File: src/rtl/load_store_unit_if.sv
`default_nettype none
// ============================================================================
// Module   : load_store_unit_if
// Purpose  : Request/response and byte-memory bundle for load_store_unit.
//            slave  = the load/store unit itself
//            master = the surrounding environment (execute stage + memory)
// Revision : 1.0  initial release
// ============================================================================
interface load_store_unit_if #(
  parameter int WIDTH      = 32,
  parameter int ADDR_WIDTH = 32
);
  // execute-stage request
  logic                  req_valid;
  logic                  req_ready;
  logic                  req_we;
  logic [1:0]            req_mode;
  logic                  req_unsigned;
  logic [ADDR_WIDTH-1:0] req_addr;
  logic [WIDTH-1:0]      req_wdata;
  // completion
  logic                  resp_valid;
  logic [WIDTH-1:0]      resp_rdata;
  logic                  resp_err;
  // byte-wide data memory
  logic [ADDR_WIDTH-1:0] mem_addr;
  logic [7:0]            mem_wd;
  logic                  mem_we;
  logic [7:0]            mem_rd;

  modport master (
    output req_valid, req_we, req_mode, req_unsigned, req_addr, req_wdata,
    input  req_ready, resp_valid, resp_rdata, resp_err,
    input  mem_addr, mem_wd, mem_we,
    output mem_rd
  );

  modport slave (
    input  req_valid, req_we, req_mode, req_unsigned, req_addr, req_wdata,
    output req_ready, resp_valid, resp_rdata, resp_err,
    output mem_addr, mem_wd, mem_we,
    input  mem_rd
  );
endinterface
`default_nettype wire

File: src/rtl/load_store_unit.sv
`default_nettype none
// ============================================================================
// Module   : load_store_unit
// Purpose  : Byte-serialising load/store unit. One byte/half/word access per
//            request, driven to a byte-wide memory one little-endian byte per
//            cycle; loads are reassembled and sign/zero extended.
// Options  : define LSU_ALIGN_CHECK_EN to reject misaligned half/word accesses
//            with resp_err instead of servicing them byte by byte.
// Revision : 1.0  initial release
// ============================================================================
module load_store_unit #(
  parameter int WIDTH      = 32,
  parameter int ADDR_WIDTH = 32
) (
  input  wire logic        clk,
  input  wire logic        rst,
  load_store_unit_if.slave bus
);

  typedef enum logic [1:0] {
    S_IDLE   = 2'd0,
    S_ACCESS = 2'd1,
    S_RESP   = 2'd2
  } state_t;

  localparam logic [1:0] MODE_BYTE = 2'b00;
  localparam logic [1:0] MODE_HALF = 2'b01;
  localparam logic [1:0] MODE_WORD = 2'b10;
  localparam logic [1:0] MODE_RSVD = 2'b11;

  state_t                state_q, state_d;
  logic [1:0]            idx_q, idx_d;
  logic                  we_q;
  logic [1:0]            mode_q;
  logic                  uns_q;
  logic                  err_q;
  logic [ADDR_WIDTH-1:0] addr_q;
  logic [WIDTH-1:0]      wdata_q;
  logic [WIDTH-1:0]      buf_q;

  logic                  req_bad;
  logic [1:0]            last_idx;
  logic [WIDTH-1:0]      load_val;

  // Classify the incoming request: reserved size (and, optionally, misalignment) is an error
  always_comb begin
    req_bad = (bus.req_mode == MODE_RSVD);
`ifdef LSU_ALIGN_CHECK_EN
    if ((bus.req_mode == MODE_HALF) && bus.req_addr[0])
      req_bad = 1'b1;
    if ((bus.req_mode == MODE_WORD) && (bus.req_addr[1:0] != 2'b00))
      req_bad = 1'b1;
`endif
  end

  // Index of the final beat for the latched access size (k-1)
  always_comb begin
    case (mode_q)
      MODE_BYTE: last_idx = 2'd0;
      MODE_HALF: last_idx = 2'd1;
      default:   last_idx = 2'd3;
    endcase
  end

  // Extend the captured bytes; the buffer is cleared on accept so word loads need no masking
  always_comb begin
    case (mode_q)
      MODE_BYTE: load_val = {{(WIDTH-8){buf_q[7] & ~uns_q}}, buf_q[7:0]};
      MODE_HALF: load_val = {{(WIDTH-16){buf_q[15] & ~uns_q}}, buf_q[15:0]};
      default:   load_val = buf_q;
    endcase
  end

  // State and beat-index register; reset aborts any access in flight
  always_ff @(posedge clk or posedge rst) begin
    if (rst) begin
      state_q <= S_IDLE;
      idx_q   <= 2'd0;
    end else begin
      state_q <= state_d;
      idx_q   <= idx_d;
    end
  end

  // Next-state and all bus outputs; memory is only driven during ACCESS
  always_comb begin
    state_d         = state_q;
    idx_d           = idx_q;
    bus.req_ready   = 1'b0;
    bus.resp_valid  = 1'b0;
    bus.resp_rdata  = '0;
    bus.resp_err    = 1'b0;
    bus.mem_addr    = '0;
    bus.mem_wd      = 8'h00;
    bus.mem_we      = 1'b0;
    case (state_q)
      S_IDLE: begin
        // rst is folded in so ready is low for the whole reset interval
        bus.req_ready = ~rst;
        idx_d         = 2'd0;
        if (bus.req_valid)
          state_d = req_bad ? S_RESP : S_ACCESS;
      end
      S_ACCESS: begin
        bus.mem_addr = addr_q + ADDR_WIDTH'(idx_q);
        if (we_q) begin
          bus.mem_we = 1'b1;
          bus.mem_wd = wdata_q[{idx_q, 3'b000} +: 8];
        end
        idx_d = idx_q + 2'd1;
        if (idx_q == last_idx)
          state_d = S_RESP;
      end
      S_RESP: begin
        bus.resp_valid = 1'b1;
        bus.resp_err   = err_q;
        if (!we_q && !err_q)
          bus.resp_rdata = load_val;
        state_d = S_IDLE;
      end
      default: state_d = S_IDLE;
    endcase
  end

  // Latch the request on acceptance and capture load bytes beat by beat
  always_ff @(posedge clk or posedge rst) begin
    if (rst) begin
      we_q    <= 1'b0;
      mode_q  <= MODE_BYTE;
      uns_q   <= 1'b0;
      err_q   <= 1'b0;
      addr_q  <= '0;
      wdata_q <= '0;
      buf_q   <= '0;
    end else if ((state_q == S_IDLE) && bus.req_valid) begin
      we_q    <= bus.req_we;
      mode_q  <= bus.req_mode;
      uns_q   <= bus.req_unsigned;
      err_q   <= req_bad;
      addr_q  <= bus.req_addr;
      wdata_q <= bus.req_wdata;
      buf_q   <= '0;
    end else if ((state_q == S_ACCESS) && !we_q) begin
      buf_q[{idx_q, 3'b000} +: 8] <= bus.mem_rd;
    end
  end

endmodule
`default_nettype wire

File: src/flat_wrapper.sv
// flat-port wrapper written by rule: the top's interface ports become plain ports
module load_store_unit_flat 
#(
  parameter int WIDTH      = 32,
  parameter int ADDR_WIDTH = 32
)
  (clk, rst, bus_req_valid, bus_req_we, bus_req_mode, bus_req_unsigned, bus_req_addr, bus_req_wdata, bus_req_ready, bus_resp_valid, bus_resp_rdata, bus_resp_err, bus_mem_addr, bus_mem_wd, bus_mem_we, bus_mem_rd);
  load_store_unit_if #(.WIDTH(WIDTH), .ADDR_WIDTH(ADDR_WIDTH)) bus_i ();
  input  wire logic clk;
  input  wire logic rst;
  input wire logic [$bits(bus_i.req_valid)-1:0] bus_req_valid;
  input wire logic [$bits(bus_i.req_we)-1:0] bus_req_we;
  input wire logic [$bits(bus_i.req_mode)-1:0] bus_req_mode;
  input wire logic [$bits(bus_i.req_unsigned)-1:0] bus_req_unsigned;
  input wire logic [$bits(bus_i.req_addr)-1:0] bus_req_addr;
  input wire logic [$bits(bus_i.req_wdata)-1:0] bus_req_wdata;
  output wire logic [$bits(bus_i.req_ready)-1:0] bus_req_ready;
  output wire logic [$bits(bus_i.resp_valid)-1:0] bus_resp_valid;
  output wire logic [$bits(bus_i.resp_rdata)-1:0] bus_resp_rdata;
  output wire logic [$bits(bus_i.resp_err)-1:0] bus_resp_err;
  output wire logic [$bits(bus_i.mem_addr)-1:0] bus_mem_addr;
  output wire logic [$bits(bus_i.mem_wd)-1:0] bus_mem_wd;
  output wire logic [$bits(bus_i.mem_we)-1:0] bus_mem_we;
  input wire logic [$bits(bus_i.mem_rd)-1:0] bus_mem_rd;
  assign bus_i.req_valid = bus_req_valid;
  assign bus_i.req_we = bus_req_we;
  assign bus_i.req_mode = bus_req_mode;
  assign bus_i.req_unsigned = bus_req_unsigned;
  assign bus_i.req_addr = bus_req_addr;
  assign bus_i.req_wdata = bus_req_wdata;
  assign bus_req_ready = bus_i.req_ready;
  assign bus_resp_valid = bus_i.resp_valid;
  assign bus_resp_rdata = bus_i.resp_rdata;
  assign bus_resp_err = bus_i.resp_err;
  assign bus_mem_addr = bus_i.mem_addr;
  assign bus_mem_wd = bus_i.mem_wd;
  assign bus_mem_we = bus_i.mem_we;
  assign bus_i.mem_rd = bus_mem_rd;
  load_store_unit #(.WIDTH(WIDTH), .ADDR_WIDTH(ADDR_WIDTH)) u_core (.clk(clk), .rst(rst), .bus(bus_i));
endmodule
File: config.mk
export PLATFORM = sky130hd
export DESIGN_NAME = load_store_unit_flat
export DESIGN_NICKNAME = d
export VERILOG_FILES = /design/src/rtl/load_store_unit_if.sv /design/src/rtl/load_store_unit.sv /design/src/flat_wrapper.sv
export SDC_FILE = /design/constraint.sdc
export NUM_CORES = 1
export LEC_CHECK = 0
export ABC_AREA = 1
export CAP_MARGIN = 0
export CORE_ASPECT_RATIO = 0.5
export CORE_UTILIZATION = 66
export CTS_BUF_LIST = sky130_fd_sc_hd__clkbuf_2
export DETAILED_ROUTE_END_ITERATION = 8
export DONT_BUFFER_PORTS = 1
export PLACE_DENSITY = 0.81
export SETUP_SLACK_MARGIN = 0.15
export SYNTH_ARGS = -nofsm -noshare
export SYNTH_HDL_FRONTEND = slang
export SYNTH_SLANG_ARGS = --single-unit
export TNS_END_PERCENT = 10
File: constraint.sdc
create_clock -name clk -period 3.67 [get_ports clk]
set_clock_uncertainty 0.05 [all_clocks]
set_input_delay 0.1835 -clock clk [delete_from_list [all_inputs] [get_ports clk]]
set_output_delay 0.1835 -clock clk [all_outputs]
set_load 0.03 [all_outputs]
Word level (Yosys, flattened, before mapping)
Cells that the tools add are included.
- bits in registers: 105
- input port bits: 79
- output and inout port bits: 76
- word-level logic and storage cells: 56
- $add $sub $neg: 3
- equality and inequality tests: 7
- shift-type cells: 3
- multiplexer cells: 20
- bitwise gates (word level): 4
- reductions and logical operators: 10
- operator list (cell ; count):
    $mux W32 ; 5
    $pmux W32 S2 ; 1
    $add A32 B2 Y32 ; 1
    $bwmux W32 ; 1
    $shift A8 B7 Y32 const A ; 1
    $shiftx A32 B6 Y8 ; 1
    $shiftx A8 B7 Y32 ; 1
    $mux W8 ; 2
    $pmux W2 S2 ; 3
    $neg A5 Y7 ; 1
    $mux W2 ; 3
    $mux W1 ; 5
    $eq A2 B1 Y1 const B ; 2
    $eq A2 B2 Y1 const B ; 2
    $logic_not A2 Y1 ; 2
    $reduce_bool A2 Y1 ; 2
    $logic_and A1 B1 Y1 ; 3
    $add A2 B1 Y2 const B ; 1
    $and A1 B1 Y1 ; 2
    $eq A2 B2 Y1 ; 1
    $logic_not A1 Y1 ; 2
    $ne A2 B1 Y1 const B ; 1
    $ne A2 B2 Y1 const B ; 1
    $not A1 Y1 ; 2
    $reduce_and A2 Y1 ; 1

Logic depth before layout (Yosys ltp)
Gate-level depths: netlist of run 1.
- depth after elaboration: 5
- depth in mapped cells: 10
- depth with buffers taken out: 10

Worst setup path before layout of run 1
No wires, ideal clock.
- path type: register to output
- start: register u_core.state_q[0]
- end: output port bus_resp_rdata[21]
- arrival: 1.943 ns
- required time: 3.437 ns
- slack: 1.494 ns
- cell stages (with the launch flop): 5
- path buffers: 1
- cells stage by stage: dfrtp_1 -> nor2_1 -> nand3_2 -> buf_2 -> a21oi_1
- longest elaborated chain between the ends: 2
- ends and longest elaborated chain (item ; line ; RTL):
    from (decl) ; load_store_unit.sv:31 ; state_t state_q, state_d;
    from (signal assigned) ; load_store_unit.sv:80 ; state_q <= state_d;
    $eq A2 B2 Y1 ; load_store_unit.sv:96 ; case (state_q)
    $mux W32 ; load_store_unit.sv:96 ;
    to (decl) ; flat_wrapper.sv:19 ; output wire logic [$bits(bus_i.resp_rdata)-1:0] bus_resp_rdata;
Every way passes these cells.

Worst setup path after layout of run 1
- start: register u_core.idx_q[1]
- end: output port bus_mem_addr[18]
- longest elaborated chain between the ends: 2
- ends and longest elaborated chain (item ; line ; RTL):
    from (decl) ; load_store_unit.sv:32 ; logic [1:0] idx_q, idx_d;
    from (signal assigned) ; load_store_unit.sv:81 ; idx_q <= idx_d;
    $add A32 B2 Y32 ; load_store_unit.sv:105 ; bus.mem_addr = addr_q + ADDR_WIDTH'(idx_q);
    $mux W32 ; load_store_unit.sv:96 ;
    to (decl) ; flat_wrapper.sv:21 ; output wire logic [$bits(bus_i.mem_addr)-1:0] bus_mem_addr;
Every way passes these cells.

==> results of run 1 <==
## cells in the final DEF (no fill, tap or decap), types with 3 or more instances in the layout
master                          count
sky130_fd_sc_hd__a21oi_1           48
sky130_fd_sc_hd__buf_4             11
sky130_fd_sc_hd__clkbuf_2           9
sky130_fd_sc_hd__clkinv_1           3
sky130_fd_sc_hd__dfrtp_1          105
sky130_fd_sc_hd__dlygate4sd3_1     98
sky130_fd_sc_hd__ha_1               6
sky130_fd_sc_hd__inv_1             71
sky130_fd_sc_hd__inv_2              5
sky130_fd_sc_hd__nand2_1          337
sky130_fd_sc_hd__nand3_1           30
sky130_fd_sc_hd__nor2_1           121
sky130_fd_sc_hd__nor3_1             5
sky130_fd_sc_hd__o21ai_0           71
sky130_fd_sc_hd__o21ai_1            5
sky130_fd_sc_hd__xor2_1             4
## layer usage
layer,global-route usage,part of all wire,vias to the layer above
li1,-,-,2875
met1,0.481,0.41,2756
met2,0.634,0.47,308
met3,0.0905,0.083,64
met4,0.138,0.032,0
met5,0,0,-
## worst max-delay path, delay by kind of cell, from the launching register on
family                   cells  cell delay [ns]
flip-flops                   1             0.75
AO/OA/AOI/OAI                1             0.11
AND/OR/NAND/NOR              5             1.20
adder cells (fa/ha/maj)      1             0.36
## flip-flops by register name, summed over array words and instances (netlist names)
signal and count:
u_core.uns_q 1, u_core.wdata_q 32, u_core.addr_q 32, u_core.mode_q 2, u_core.err_q 1, u_core.buf_q 32, u_core.we_q 1, u_core.state_q 2
u_core.idx_q 2
## worst max-delay path by stage
stage / from / endpoint / slack (ns) / depth (start not counted)
after floorplan: rst / u_core.addr_q[0] / 0.68 / 1
after global placement: u_core.idx_q[1] / bus_mem_addr[31] / 1.22 / 9
after detailed placement: u_core.idx_q[1] / bus_mem_addr[18] / 1.18 / 7
after CTS: u_core.idx_q[1] / bus_mem_addr[18] / 0.47 / 7
after global routing: u_core.idx_q[1] / bus_mem_addr[31] / 0.16 / 9
final: u_core.idx_q[1] / bus_mem_addr[18] / 0.41 / 7
## power groups by stage
stage	Sequential (mW)	Combinational, mW	Clock (mW)
finish	1.98	2.43	0.625
global route	2.03	2.70	0.669
CTS	1.95	2.36	0.628
detailed placement	1.97	2.20	0
global placement	1.97	2.15	0
floorplan	1.83	1.86	0
## cells by family after synthesis
kind of cell / after synthesis / synth area share
AO/OA/AOI/OAI: 132 / 0.119
flip-flops: 105 / 0.443
AND/OR/NAND/NOR: 505 / 0.339
adder cells (fa/ha/maj): 7 / 0.0160
XOR/XNOR: 5 / 0.00738
buffers and inverters: 110 / 0.0757
## cell type report
type,count,area (sq um)
multi-input combinational,649,2860
fill,582,1580
sequential,105,2630
clock inverter,6,90.1
inverter,80,303
timing repair buffer,109,1060
tap,117,146
clock buffer,9,45.0
## stage by stage
stage          setup slack (ns)  area (sq um)
3_5_place_dp               1.18          6020
2_1_floorplan             0.676          5930
5_1_grt                   0.156          7130
3_3_place_gp               1.22          6020
6_report                  0.409          7130
4_1_cts                   0.466          7130
## repair_timing
item / in CTS / in global routing
endpoints found under the setup margin: 0 / 0
gates resized for setup: 0 / 0
buffers inserted: 0 / 0
hold buffers: 98 / 0
endpoints found under the hold margin: 208 / 0
==> impl_summary.log, run 1 <==
[metrics] status: complete, no violations
[metrics] Gate power share: 0.482
[metrics] Max Fanout on Critical Path: 14
[metrics] Worst Hold Slack: around 0.087 ns
[metrics] Placeable Area: 8710 sq um
[metrics] Num Clock Sinks: between 100 and 150
[metrics] Final HPWL DP: between 10000 and 15000 um
[metrics] Top cell by count, worst path: sky130_fd_sc_hd__nor2_1
[metrics] total negative slack: 0 ns
[metrics] Max Transition Viols Final: 0
[metrics] startpoint-to-endpoint class of the critical path: reg2out
[metrics] CP Data Arrival Time: 3.03 ns
[metrics] Antenna Diode Count: 0
[metrics] Net Switching: between 2 and 3 mW
[metrics] share of the yosys chip area belonging to registers: 0.443
[metrics] transition time at the pin with the least slew margin: just over 0.9 ns
[metrics] delay of the slowest critical-path stage: 0.75 ns
[metrics] count of state elements after synthesis: between 100 and 150
[metrics] category of the worst setup path launch point: register
[metrics] Critical Path, Cell by Cell: fa_1 -> nand2_1 -> nor2_1 -> nand2_1 -> nor2_1 -> a21oi_1 -> nor2_1
[metrics] type of element capturing the critical path: output port
[metrics] fin crit share: 0.889
[metrics] Port-buffer cells: 0
[metrics] root buffer cell: sky130_fd_sc_hd__clkbuf_2
[metrics] number of remaining DRC errors: 0
[metrics] number of placed instances, taps included: approximately 960
[metrics] power per cell area: just over 700 nW/um^2
[metrics] fraction of layout instances using a drive strength above 1: 0.0470
[metrics] total congestion overflow: 0
[metrics] worst r2r src: u_core.state_q[1]
[metrics] net count of the mapped netlist: 950
[metrics] length in cells of the worst reg-to-reg path: 7
[metrics] total clock buffers created by CTS: 9
[metrics] routed vias/inst: between 5 and 6
[metrics] shortest period the worst path allows: 3.26 ns
[metrics] number of synthesized flops with an enable pin: 0
[metrics] Final setup viols: 0
[metrics] data required time at the worst endpoint: 3.44 ns
[metrics] register clock-pin slew on the reported worst setup and hold paths: 0.28 ns
[metrics] post-synthesis to final-layout area growth: 20.2%
[metrics] total leakage power: roughly 3.3 nW
[metrics] critical-path cell with the highest stage delay: sky130_fd_sc_hd__dfrtp_1
[metrics] part of the total power dissipated in the clock network: 0.124
[metrics] post-detailed-route count of antenna-violating nets: 0
[metrics] Hold Path Stages: 3
[metrics] relative max-transition margin: 0.385
[metrics] average wire per standard cell: about 16 um
[metrics] later-pin clock latency in the skew report: around 0.61 ns
[metrics] via count of the first global-routing pass: about 5800
[metrics] Flop pwr share: 0.394
[metrics] post-synthesis average cell area: 6.87 sq um
[metrics] drt total wl: ~17000 um
[metrics] number of iterations in the first detailed-routing pass: 7
[metrics] Post-synth top flop: sky130_fd_sc_hd__dfrtp_1
[metrics] Die X: 136 um
[metrics] initial antenna violation count: 0
[metrics] distinct cell type count of the synthesized netlist: 37
[metrics] cell type contributing the most total cell area after synthesis: sky130_fd_sc_hd__dfrtp_1
[metrics] netlist area before placement: 5930 sq um
[metrics] CTS tree: yes
[metrics] largest net degree at the start of global routing: between 50 and 60
[metrics] internal power: approximately 2.5 mW
[metrics] library cell with the highest instance count after synthesis: sky130_fd_sc_hd__nand2_1
[metrics] WHS Endpoint: u_core.wdata_q[20]
[metrics] Clock Tree Buf Depth: 2
[metrics] Cell Count, Final, Fillers Out: between 1000 and 1500
[metrics] number of warning messages in the yosys log: 0
[metrics] GP Congestion: approximately 0.95
[metrics] total count of hold-check failures in the final report: 0
[metrics] most frequent cells after synthesis: sky130_fd_sc_hd__nand2_1, sky130_fd_sc_hd__nor2_1, sky130_fd_sc_hd__dfrtp_1
[metrics] RSZ-0062 raised after global routing: false
[metrics] Die ar.: 9400 sq um
[metrics] post-synthesis cell count: 864
[metrics] setup slack of the worst register-to-register path: around 0.75 ns
[metrics] r2r endpoint: u_core.we_q
[metrics] Post-synth ARST share: 1.00
[metrics] switching share of total power: 0.503
[metrics] share of the synthesized area in the top cell type: 0.443
[metrics] Power Total: approximately 5 mW
[metrics] number of placement rows: 24
[metrics] path type of the worst min-delay path: in2reg
[metrics] Final Net Count: between 1000 and 1500
[metrics] launch point of the worst hold path: bus_req_valid
[metrics] effective utilization at floorplan: 0.681
[metrics] utilization of the core after routing: 0.819
[metrics] total I/O pin count: about 160
[metrics] Fmax: 307 MHz
[metrics] H-tree depth: 3
[metrics] global-route wire length before repair: ~28000 um
[metrics] drt first-iter violations: 489
[metrics] via count of the routed design: approximately 6000
[metrics] global-route usage over all layers: 0.379
[metrics] worst IR drop on VDD: 0.400 mV
[metrics] die height: around 69 um
[metrics] total of max-cap violations: 0
[metrics] top post-synthesis cells by area: sky130_fd_sc_hd__dfrtp_1, sky130_fd_sc_hd__nand2_1, sky130_fd_sc_hd__nor2_1, sky130_fd_sc_hd__o21ai_0, sky130_fd_sc_hd__inv_1
(Power assumes the default switching activity.)
==> inputs of run 2 (changes only) <==
Settings changed: CAP_MARGIN 0 to 20, RECOVER_POWER set to 50.
==> run 2 against run 1 <==
  * The run now ends with max-capacitance violations, max-slew violations left
  * Sequential power barely moved
  * Combinational power barely moved
  * Flip-flop and latch count did not move
  * Routed wire length barely moved
  * Critical path type unchanged
  * Largest power group unchanged
==> impl_summary.log, run 2 (synthesis results as in run 1) <==
[metrics] total I/O pin count: 155 (unchanged)
[metrics] register clock-pin slew on the reported worst setup and hold paths: 0.28 ns (about the same)
[metrics] worst r2r src: u_core.state_q[1]
[metrics] Critical Path, Cell by Cell: fa_1 -> nand2_1 -> nor2_1 -> nand2_1 -> nor2_1 -> a21oi_1 -> nor2_1
[metrics] Num Clock Sinks: 105 (unchanged)
[metrics] CP Data Arrival Time: 3.02 ns (about the same)
[metrics] status: complete, but fails checks
[metrics] Port-buffer cells: 0 (unchanged)
[metrics] critical-path cell with the highest stage delay: sky130_fd_sc_hd__dfrtp_1
[metrics] post-CTS setup buffer count: 0 (unchanged)
[metrics] length in cells of the worst reg-to-reg path: 6 (-1)
[metrics] Placeable Area: 8710 sq um (unchanged)
[metrics] total negative slack: 0 ns (unchanged)
[metrics] total clock buffers created by CTS: 9 (unchanged)
[metrics] path type of the worst min-delay path: in2reg
[metrics] fraction of layout instances using a drive strength above 1: 0.0407 (-0.00626)
[metrics] power per cell area: 707 nW/um^2 (about the same)
[metrics] number of remaining DRC errors: 0 (unchanged)
[metrics] Max Fanout on Critical Path: 14 (unchanged)
[metrics] Final Net Count: 1040 (unchanged)
[metrics] category of the worst setup path launch point: register
[metrics] post-synthesis to final-layout area growth: 19.9%
[metrics] later-pin clock latency in the skew report: 0.61 ns (about the same)
[metrics] via count of the first global-routing pass: 5758 (unchanged)
[metrics] total congestion overflow: 0 (unchanged)
[metrics] Final HPWL DP: 10700 um (unchanged)
[metrics] setup slack of the worst register-to-register path: 0.44 ns (-0.31 ns)
[metrics] Top cell by count, worst path: sky130_fd_sc_hd__nor2_1
[metrics] via count of the routed design: 6005 (+0.033%)
[metrics] fin crit share: 0.885 (-0.00328)
[metrics] GP Congestion: 0.949 (unchanged)
[metrics] delay of the slowest critical-path stage: 0.75 ns (about the same)
[metrics] data required time at the worst endpoint: 3.44 ns (about the same)
[metrics] Fmax: 308 MHz (+0.37%)
[metrics] total count of hold-check failures in the final report: 0 (unchanged)
[metrics] PostCTS Resize Cnt: 0 (unchanged)
[metrics] Power Total: 5.03 mW (-0.22%)
[metrics] startpoint-to-endpoint class of the critical path: reg2out
[metrics] effective utilization at floorplan: 0.681 (unchanged)
[metrics] drt total wl: 17000 um (about the same)
[metrics] Final setup viols: 0 (unchanged)
[metrics] global-route usage over all layers: 0.379 (unchanged)
[metrics] initial antenna violation count: 0 (unchanged)
[metrics] CTS tree: yes
[metrics] routed vias/inst: 5.59 (about the same)
[metrics] number of iterations in the first detailed-routing pass: 6 (-1)
[metrics] endpoint of the worst setup timing path: bus_mem_addr[18]
[metrics] most used cells in the layout excluding fill and tap cells: sky130_fd_sc_hd__nand2_1, sky130_fd_sc_hd__nor2_1, sky130_fd_sc_hd__dfrtp_1, sky130_fd_sc_hd__dlygate4sd3_1, sky130_fd_sc_hd__o21ai_0
[metrics] total of max-cap violations: 3 (+3)
[metrics] drt first-iter violations: 461 (-5.7%)
[metrics] biggest registers after layout: u_core.addr_q x32, u_core.buf_q x32, u_core.wdata_q x32
[metrics] first element of the critical path: u_core.idx_q[1]
[metrics] type of element capturing the critical path: output port
[metrics] post-detailed-route count of antenna-violating nets: 0 (unchanged)
[metrics] relative max-transition margin: -0.766 (-1.15)
[metrics] Max Transition Viols Final: 137 (+137)
[metrics] Antenna Diode Count: 0 (unchanged)
[metrics] RSZ-0062 raised after global routing: false
[metrics] r2r endpoint: u_core.addr_q[5]
[metrics] Filler Cells Inserted: 589 (+1.2%)
[metrics] family with the most delay on the worst path: simple AND/OR/NAND/NOR gates
[metrics] number of placement rows: 24 (unchanged)
[metrics] Clock Tree Buf Depth: 2 (unchanged)
[metrics] H-tree depth: 3 (unchanged)
[metrics] total leakage power: 3.28 nW (-0.60%)
[metrics] violations in the final reports: max-capacitance violations, max-slew violations
[metrics] worst IR drop on VDD: 0.419 mV (+4.9%)
[metrics] worst path buffer plus inverter count: 0 (unchanged)
[metrics] most frequent standard cell in the layout excluding fill and tap cells: sky130_fd_sc_hd__nand2_1
[metrics] number of cells on the critical path: 7 (unchanged)
[metrics] Die ar.: 9400 sq um (unchanged)
[metrics] largest net degree at the start of global routing: 51 (unchanged)
[metrics] Die X: 136 um (unchanged)
[metrics] global-route wire length before repair: 27600 um (unchanged)
[metrics] hold-fix buffers at CTS: 98 (unchanged)
[metrics] root buffer cell: sky130_fd_sc_hd__clkbuf_2
[metrics] die height: 69.1 um (unchanged)
[metrics] shortest period the worst path allows: 3.25 ns (-0.0120 ns)
[metrics] average wire per standard cell: 15.8 um (about the same)
[metrics] transition time at the pin with the least slew margin: 2.65 ns (+1.73 ns)
[run 2: changes by cell type in the layout (fill, tap and decap cells not counted), sizes merged]
cell,before,now
inv,79,78
buf,11,7
clkbuf,9,13
clkinvlp,1,2
[run 2: worst min-delay path, delay by kind of cell]
family | cells | cell delay [ns]
AND/OR/NAND/NOR | 3 | 0.54
[run 2: worst min path at each step]
stage                    endpoint  cells after the start             from  slack [ns]
3_5_place_dp   u_core.wdata_q[26]                      1              rst       -0.08
3_3_place_gp    u_core.state_q[0]                      1              rst       -0.09
5_1_grt        u_core.wdata_q[25]                      3    bus_req_valid        0.09
2_1_floorplan    u_core.addr_q[0]                      2  bus_req_addr[0]        0.24
6_report       u_core.wdata_q[22]                      3    bus_req_valid        0.09
4_1_cts        u_core.wdata_q[22]                      3    bus_req_valid        0.07
[run 2: final cells by class]
class,count,area (sq um),share of cell area
flip-flops and latches,105,2630,0.369
clock inverters,6,90.1,0.0127
multi-input cells,649,2850,0.401
well taps,117,146,0.0206
repair buffers,109,1050,0.147
inverters,80,302,0.0424
clock buffers,9,45.0,0.00633
[run 2: layer usage]
layer,wire length [um],global-route usage,up-vias
met5,0,0,-
met4,511,0.138,0
met3,1430,0.0905,58
met2,8040,0.634,301
met1,6990,0.481,2769
li1,-,-,2877
[run 2: report_power, final]
part | internal (mW) | leakage, nW | switching, mW
Sequential | 1.57 | 1.34 | 0.410
Combinational | 0.700 | 1.86 | 1.72
Clock | 0.225 | 0.0788 | 0.398
Total | 2.50 | 3.28 | 2.53
[run 2: stage by stage]
stage | utilization | hold slack [ns] | setup slack, ns | area [sq um] | std cells
after floorplan | - | 0.243 | 0.676 | 5930 | 864
after global placement | 0.691 | -0.0867 | 1.22 | 6020 | 962
after detailed placement | 0.691 | -0.0845 | 1.18 | 6020 | 962
after CTS | 0.819 | 0.0745 | 0.466 | 7130 | 1075
after global routing | 0.817 | 0.0934 | 0.156 | 7110 | 1075
final | 0.817 | 0.0909 | 0.421 | 7110 | 1075
